==> src/rtl/gray_monitor_pkg.sv <==
// Shared types for the Gray-code monitor: FSM state encoding, error codes and
// reference helpers for the default 3-bit code width.
package gray_mon_pkg;

    localparam int GRAY_W = 3;

    typedef enum logic [1:0] {
        ST_INIT  = 2'b00,
        ST_TRACK = 2'b01,
        ST_ERROR = 2'b10
    } state_t;

    localparam logic [1:0] ERR_NONE   = 2'b00;
    localparam logic [1:0] ERR_MULTI  = 2'b01;
    localparam logic [1:0] ERR_SINGLE = 2'b10;
    localparam logic [1:0] ERR_OV     = 2'b11;

    function automatic logic [GRAY_W-1:0] gray2bin(input logic [GRAY_W-1:0] g);
        logic [GRAY_W-1:0] b;
        b[GRAY_W-1] = g[GRAY_W-1];
        for (int i = GRAY_W - 2; i >= 0; i--) begin
            b[i] = b[i+1] ^ g[i];
        end
        return b;
    endfunction

    function automatic int unsigned popcount(input logic [GRAY_W-1:0] v);
        int unsigned n;
        n = 0;
        for (int i = 0; i < GRAY_W; i++) begin
            n += int'(v[i]);
        end
        return n;
    endfunction

endpackage

==> src/rtl/gray_monitor_if.sv <==
// Monitor bus: Gray/overflow samples in, decoded value and status out.
// Optional Wrap pulse exists only when GRAY_MON_WRAP_PULSE_EN is defined.
interface gray_monitor_if #(
    parameter int WIDTH      = 3,
    parameter int WRAP_CNT_W = 8
);
    logic [WIDTH-1:0]      GrayIn;
    logic                  OverflowIn;
    logic [WIDTH-1:0]      Bin;
    logic                  Step;
    logic [WRAP_CNT_W-1:0] WrapCount;
    logic                  Error;
    logic [1:0]            ErrCode;
    logic [1:0]            State;
`ifdef GRAY_MON_WRAP_PULSE_EN
    logic                  Wrap;
`endif

    modport master (
        output GrayIn, OverflowIn,
        input  Bin, Step, WrapCount, Error, ErrCode, State
`ifdef GRAY_MON_WRAP_PULSE_EN
        , input Wrap
`endif
    );

    modport slave (
        input  GrayIn, OverflowIn,
        output Bin, Step, WrapCount, Error, ErrCode, State
`ifdef GRAY_MON_WRAP_PULSE_EN
        , output Wrap
`endif
    );
endinterface

==> src/rtl/gray_monitor_gray_to_bin.sv <==
// Combinational Gray-to-binary decoder: each binary bit is the XOR of the
// Gray bits at and above its position.
module gray_to_bin #(
    parameter int WIDTH = 3
) (
    input  logic [WIDTH-1:0] gray,
    output logic [WIDTH-1:0] bin
);
    genvar gi;
    generate
        for (gi = 0; gi < WIDTH; gi++) begin : g_bit
            assign bin[gi] = ^gray[WIDTH-1:gi];
        end
    endgenerate
endmodule

==> src/rtl/gray_monitor.sv <==
// Gray counter monitor: decodes each sample and validates hold / +1 / wrap
// transitions plus overflow consistency. Optional Wrap pulse: GRAY_MON_WRAP_PULSE_EN.
module gray_monitor
    import gray_mon_pkg::*;
#(
    parameter int WIDTH      = 3,
    parameter int WRAP_CNT_W = 8
) (
    input  logic           Clk,
    input  logic           Reset,
    input  logic           Clear,
    gray_monitor_if.slave  mon
);
    logic [WIDTH-1:0]      cur_bin, prev_bin, prev_inc, diff;
    logic [WIDTH-1:0]      bin_q, prev_g_q;
    logic                  prev_ov_q;
    logic                  step_q, step_d;
    logic                  error_q, error_d;
    logic [1:0]            err_code_q, err_code_d, err_sel;
    logic [WRAP_CNT_W-1:0] wrap_cnt_q, wrap_cnt_d;
    state_t                state_q, state_d;
    logic                  one_bit, multi_bit, legal_step, is_wrap, ov_rise, ov_fall, ov_err;
`ifdef GRAY_MON_WRAP_PULSE_EN
    logic                  wrap_q, wrap_d;
`endif

    gray_to_bin #(.WIDTH(WIDTH)) u_cur_bin  (.gray(mon.GrayIn), .bin(cur_bin));
    gray_to_bin #(.WIDTH(WIDTH)) u_prev_bin (.gray(prev_g_q),   .bin(prev_bin));

    always_comb begin
        diff       = mon.GrayIn ^ prev_g_q;
        prev_inc   = prev_bin + WIDTH'(1);
        one_bit    = ($countones(diff) == 1);
        multi_bit  = ($countones(diff) > 1);
        legal_step = one_bit && (cur_bin == prev_inc);
        is_wrap    = legal_step && (&prev_bin);
        ov_rise    = mon.OverflowIn && !prev_ov_q;
        ov_fall    = !mon.OverflowIn && prev_ov_q;
        // Overflow may only rise together with a wrap, and only fall once the count is back at zero.
        ov_err     = (ov_rise && !is_wrap) || (ov_fall && (mon.GrayIn != '0));

        if (multi_bit)                  err_sel = ERR_MULTI;
        else if (one_bit && !legal_step) err_sel = ERR_SINGLE;
        else if (ov_err)                err_sel = ERR_OV;
        else                            err_sel = ERR_NONE;
    end

    always_comb begin
        state_d    = state_q;
        step_d     = 1'b0;
        error_d    = error_q;
        err_code_d = err_code_q;
        wrap_cnt_d = wrap_cnt_q;
`ifdef GRAY_MON_WRAP_PULSE_EN
        wrap_d     = 1'b0;
`endif
        if (Clear) begin
            state_d    = ST_INIT;
            error_d    = 1'b0;
            err_code_d = ERR_NONE;
            wrap_cnt_d = '0;
        end else begin
            case (state_q)
                ST_INIT:  state_d = ST_TRACK;
                ST_TRACK: begin
                    if (err_sel != ERR_NONE) begin
                        state_d    = ST_ERROR;
                        error_d    = 1'b1;
                        err_code_d = err_sel;
                    end else begin
                        step_d = legal_step;
                        if (is_wrap) begin
`ifdef GRAY_MON_WRAP_PULSE_EN
                            wrap_d = 1'b1;
`endif
                            if (!(&wrap_cnt_q)) wrap_cnt_d = wrap_cnt_q + WRAP_CNT_W'(1);
                        end
                    end
                end
                ST_ERROR: state_d = ST_ERROR;
                default:  state_d = ST_INIT;
            endcase
        end
    end

    always_ff @(posedge Clk) begin
        if (Reset) begin
            state_q    <= ST_INIT;
            bin_q      <= '0;
            prev_g_q   <= '0;
            prev_ov_q  <= 1'b0;
            step_q     <= 1'b0;
            error_q    <= 1'b0;
            err_code_q <= ERR_NONE;
            wrap_cnt_q <= '0;
`ifdef GRAY_MON_WRAP_PULSE_EN
            wrap_q     <= 1'b0;
`endif
        end else begin
            state_q    <= state_d;
            bin_q      <= cur_bin;
            prev_g_q   <= mon.GrayIn;
            prev_ov_q  <= mon.OverflowIn;
            step_q     <= step_d;
            error_q    <= error_d;
            err_code_q <= err_code_d;
            wrap_cnt_q <= wrap_cnt_d;
`ifdef GRAY_MON_WRAP_PULSE_EN
            wrap_q     <= wrap_d;
`endif
        end
    end

    assign mon.Bin       = bin_q;
    assign mon.Step      = step_q;
    assign mon.WrapCount = wrap_cnt_q;
    assign mon.Error     = error_q;
    assign mon.ErrCode   = err_code_q;
    assign mon.State     = state_q;
`ifdef GRAY_MON_WRAP_PULSE_EN
    assign mon.Wrap      = wrap_q;
`endif
endmodule

==> src/flat_wrapper.sv <==
// flat-port wrapper written by rule: the top's interface ports become plain ports
module gray_monitor_flat import gray_mon_pkg::*;
#(
    parameter int WIDTH      = 3,
    parameter int WRAP_CNT_W = 8
)
  (Clk, Reset, Clear, mon_GrayIn, mon_OverflowIn, mon_Bin, mon_Step, mon_WrapCount, mon_Error, mon_ErrCode, mon_State);
  gray_monitor_if #(.WIDTH(WIDTH), .WRAP_CNT_W(WRAP_CNT_W)) mon_i ();
  input  logic Clk;
  input  logic Reset;
  input  logic Clear;
  input wire logic [$bits(mon_i.GrayIn)-1:0] mon_GrayIn;
  input wire logic [$bits(mon_i.OverflowIn)-1:0] mon_OverflowIn;
  output wire logic [$bits(mon_i.Bin)-1:0] mon_Bin;
  output wire logic [$bits(mon_i.Step)-1:0] mon_Step;
  output wire logic [$bits(mon_i.WrapCount)-1:0] mon_WrapCount;
  output wire logic [$bits(mon_i.Error)-1:0] mon_Error;
  output wire logic [$bits(mon_i.ErrCode)-1:0] mon_ErrCode;
  output wire logic [$bits(mon_i.State)-1:0] mon_State;
  assign mon_i.GrayIn = mon_GrayIn;
  assign mon_i.OverflowIn = mon_OverflowIn;
  assign mon_Bin = mon_i.Bin;
  assign mon_Step = mon_i.Step;
  assign mon_WrapCount = mon_i.WrapCount;
  assign mon_Error = mon_i.Error;
  assign mon_ErrCode = mon_i.ErrCode;
  assign mon_State = mon_i.State;
  gray_monitor #(.WIDTH(WIDTH), .WRAP_CNT_W(WRAP_CNT_W)) u_core (.Clk(Clk), .Reset(Reset), .Clear(Clear), .mon(mon_i));
endmodule
==> config.mk <==
export PLATFORM = sky130hd
export DESIGN_NAME = gray_monitor_flat
export DESIGN_NICKNAME = d
export VERILOG_FILES = /design/src/rtl/gray_monitor_pkg.sv /design/src/rtl/gray_monitor_if.sv /design/src/rtl/gray_monitor_gray_to_bin.sv /design/src/rtl/gray_monitor.sv /design/src/flat_wrapper.sv
export SDC_FILE = /design/constraint.sdc
export NUM_CORES = 1
export LEC_CHECK = 0
export CORE_ASPECT_RATIO = 1.4
export CORE_MARGIN = 5
export CORE_UTILIZATION = 53
export DETAILED_ROUTE_END_ITERATION = 8
export PLACE_DENSITY = 0.82
export SETUP_SLACK_MARGIN = 0.1
export SYNTH_ARGS = -nofsm -noshare
export SYNTH_HDL_FRONTEND = slang
export SYNTH_HIERARCHICAL = 1
export SYNTH_SLANG_ARGS = --single-unit
==> constraint.sdc <==
create_clock -name Clk -period 4.1 [get_ports Clk]
set_clock_uncertainty 0.05 [all_clocks]
set_input_delay 0.41 -clock Clk [delete_from_list [all_inputs] [get_ports Clk]]
set_output_delay 0.41 -clock Clk [all_outputs]
set_load 0.05 [all_outputs]
==> run_results.csv <==
group,metric,value,unit
global_routing,antenna_found_initial,0,
yosys,yosys-top-cells-area,"dfxtp_1 (37%), ha_1 (5.5%), nor2b_1 (5.5%)",
routing,wl_per_cell,14.1,um
setup_path,worstPathMaxFanout,10,
global_routing,grt_pass1_vias,962,
yosys,ys_types,38,
setup_path,cp.required,4300,ps
hold_path,hold_class,"flop to flop",
setup_path,slowest_delay,510,ps
global_routing,gr-total-overflow,0,
yosys,yosysWarnings,6,
yosys,synth_area_leader_cell,"dfxtp_1",
clocking,cts_tree,"done",
power,p_per_area,299,nW/um^2
power,irDropWorstVdd,236,uV
sta,relSlewSlack,65.8,%
routing,drc,0,
global_routing,grt_pass1_wl,4.00,mm
clocking,cts-root-buf,"clkbuf_4",
cells_and_area,stdcell_area,1400,um^2
setup_path,criticalPathCategory,"flop to flop",
clocking,post_cts.repair.setup_buffers,0,
clocking,path_clk_slew,110,ps
routing,first_pass_iters,4,
clocking,postCtsResizedCells,0,
yosys,synth_seq_area_share,36.6,%
power,total_leakage_power,0.000484,uW
routing,dr_wl_met2,1.31,mm
sta,drv_slew,0,
sta,fmax,345,MHz
sta,fin_ws,1210,ps
yosys,syn_inst,122,
floorplanning,die_h,65.1,um
setup_path,end_kind,"flop",
clocking,clkSinkCount,21,
sta,grt_setup_unrepaired,"no",
sta,finalCriticalPeriod,2890,ps
setup_path,cp_slowest_cell,"or4_1",
sta,setup_viol,0,
power,p_total,419,uW
cells_and_area,syn_to_final_growth,22.2,%
yosys,synth_area,1150,um^2
outcome,outcome,"completed",
cells_and_area,nFillCells,177,
routing,wl_met1,871,um
run,max_cap_violations,0,
placed_design,hpwl,1.89,mm
yosys,ys_ff_latch,21,
floorplanning,die_area,3210,um^2
setup_path,worst_setup_path_start_kind,"flop",
floorplanning,io-pin-count,24,
setup_path,worst_path_most_repeated_cell,"ha_1",
routing,ant_nets,0,
routing,vias,960,
setup_path,arrival,3100,ps
sta,worst_pin_slew,511,ps
cells_and_area,drive_gt1_share,7.59,%
clocking,holdBufCountCts,0,
floorplanning,rows,20,
yosys,synth.avg_cell_area,9.40,um^2
yosys,yosysTopAreaCellShare,36.6,%
yosys,syn_nets,135,
routing,wirelength,2.36,mm
sta,whs,413,ps
sta,finalCritPeriodShare,70.6,%
placed_design,place_area,1380,um^2
global_routing,grt_max_degree,13,
clocking,numCtsBuffers,3,
cells_and_area,num_antenna_cells,0,
placed_design,pre_cts_ws,907,ps
floorplanning,fp.dieW,49.3,um
routing,viasPerCell,5.75,
clocking,clockBufferDepth,2,
placed_design,portBuffers,23,
clocking,h-tree-depth,1,
floorplanning,core,2130,um^2
floorplanning,initial_utilization,53.9,%
sta,fin_tns_setup,0,ps
routing,drt_iter0_drc,4,
clocking,clk-insertion-delay-late,310,ps
sta,hold_viol,0,
placed_design,finalWeightedCongestion,0.800,
global_routing,grt_usage,16.0,%
routing,wl_met3,130,um
routing,highest-signal-layer,"met4",
setup_path,cp_cell_sequence,"xor3_1 -> ha_1 -> ha_1 -> xor2_1 -> nor4_2 -> nand2_1 -> or4_1 -> a21oi_1",
cells_and_area,nets,159,
==> cells by family (layout without fill, tap and decap cells) <==
logic type / Yosys count / after routing / synth area share (%)
compound gates: 23 / 23 / 13.1
xor+xnor: 10 / 10 / 10.3
fa+ha+maj: 6 / 6 / 7.20
buf+inv: 10 / 33 / 4.58
flops: 21 / 21 / 36.6
mux: 4 / 4 / 3.60
simple gates: 48 / 48 / 24.6
==> metrics by stage <==
step	utilization, %	instances
2_1_floorplan	-	122
3_3_place_gp	64.6	163
3_5_place_dp	64.6	163
4_1_cts	65.9	167
5_1_grt	65.9	167
6_report	65.9	167
==> per-layer routing <==
metal | vias to the layer above | track usage [%]
met5 | - | 0
met4 | 0 | 8.75
met3 | 5 | 3.45
met2 | 21 | 31.0
met1 | 457 | 14.9
li1 | 477 | -
==> registers in the layout, indices dropped and copies added (netlist names) <==
register and cells:
u_core/mon.Error 1, u_core/prev_g_q 3, u_core/mon.WrapCount 8, u_core/mon.State 2
u_core/mon.Bin 3, u_core/mon.ErrCode 2, u_core/prev_ov_q 1, u_core/mon.Step 1
==> layout by cell type (no fill, tap or decap), types with 3 or more instances in the layout <==
| cell type | instances |
|---|---|
| clkdlybuf4s50_1 | 23 |
| o31ai_1 | 3 |
| dfxtp_1 | 21 |
| inv_1 | 6 |
| ha_1 | 5 |
| xor2_1 | 4 |
| nor2b_1 | 10 |
| nand3_1 | 5 |
| clkbuf_4 | 3 |
| or3_1 | 3 |
| nand2b_1 | 3 |
| nor2_1 | 4 |
| mux2i_1 | 3 |
| a21oi_1 | 9 |
| nand2_1 | 8 |
| o21ai_0 | 4 |
| or4_1 | 3 |
| xnor2_1 | 4 |
==> area by class of cell <==
| class | count | area (um^2) | share of cell area, % |
|---|---|---|---|
| clock inverter | 1 | 5.00 | 0.357 |
| tap | 22 | 27.5 | 1.96 |
| timing repair buffer | 23 | 230 | 16.4 |
| clock buffer | 3 | 22.5 | 1.61 |
| multi-input combinational | 91 | 674 | 48.1 |
| sequential | 21 | 420 | 30.0 |
| inverter | 6 | 22.5 | 1.61 |
==> synth_stat cells <==
master,count
a211oi_1,1
a21boi_1,1
a21boi_2,1
a21oi_1,9
a22o_1,1
a31o_2,1
and2_1,2
buf_4,2
buf_6,1
clkbuf_1,1
dfxtp_1,21
fa_1,1
ha_1,5
inv_1,6
mux2_2,1
mux2i_1,3
nand2_1,8
nand2_2,1
nand2b_1,3
nand3_1,5
nand3b_1,1
nand4_1,2
nand4b_1,1
nor2_1,4
nor2b_1,10
nor4_1,2
nor4_2,1
o21ai_0,4
o311a_1,1
o31ai_1,3
o41ai_1,1
or2_2,1
or3_1,3
or3_4,1
or4_1,3
xnor2_1,4
xor2_1,4
xor3_1,2
==> worst max-delay path: cells and delay by family (launching register included) <==
family	cells	cell delay, ps
compound gates	1	150
simple gates	3	1080
xor+xnor	2	650
fa+ha+maj	2	500
flops	1	400
==> power breakdown <==
part	switching, uW	total (uW)	internal, uW
Sequential	4.27	215	211
Combinational	57.5	103	45.4
Clock	64.6	101	36.5
Total	126	419	293
==> worst paths after layout <==
path / from / endpoint / slack [ps] / depth (start not counted)
max reg2reg: u_core/prev_g_q[1] / u_core/mon.WrapCount[4] / 1210 / 8
min reg2reg: u_core/mon.Error / u_core/mon.Error / 410 / 2
min: u_core/mon.Error / u_core/mon.Error / 410 / 2
max: u_core/prev_g_q[1] / u_core/mon.WrapCount[4] / 1210 / 8
Note: power is estimated with default switching activity, not from simulation.
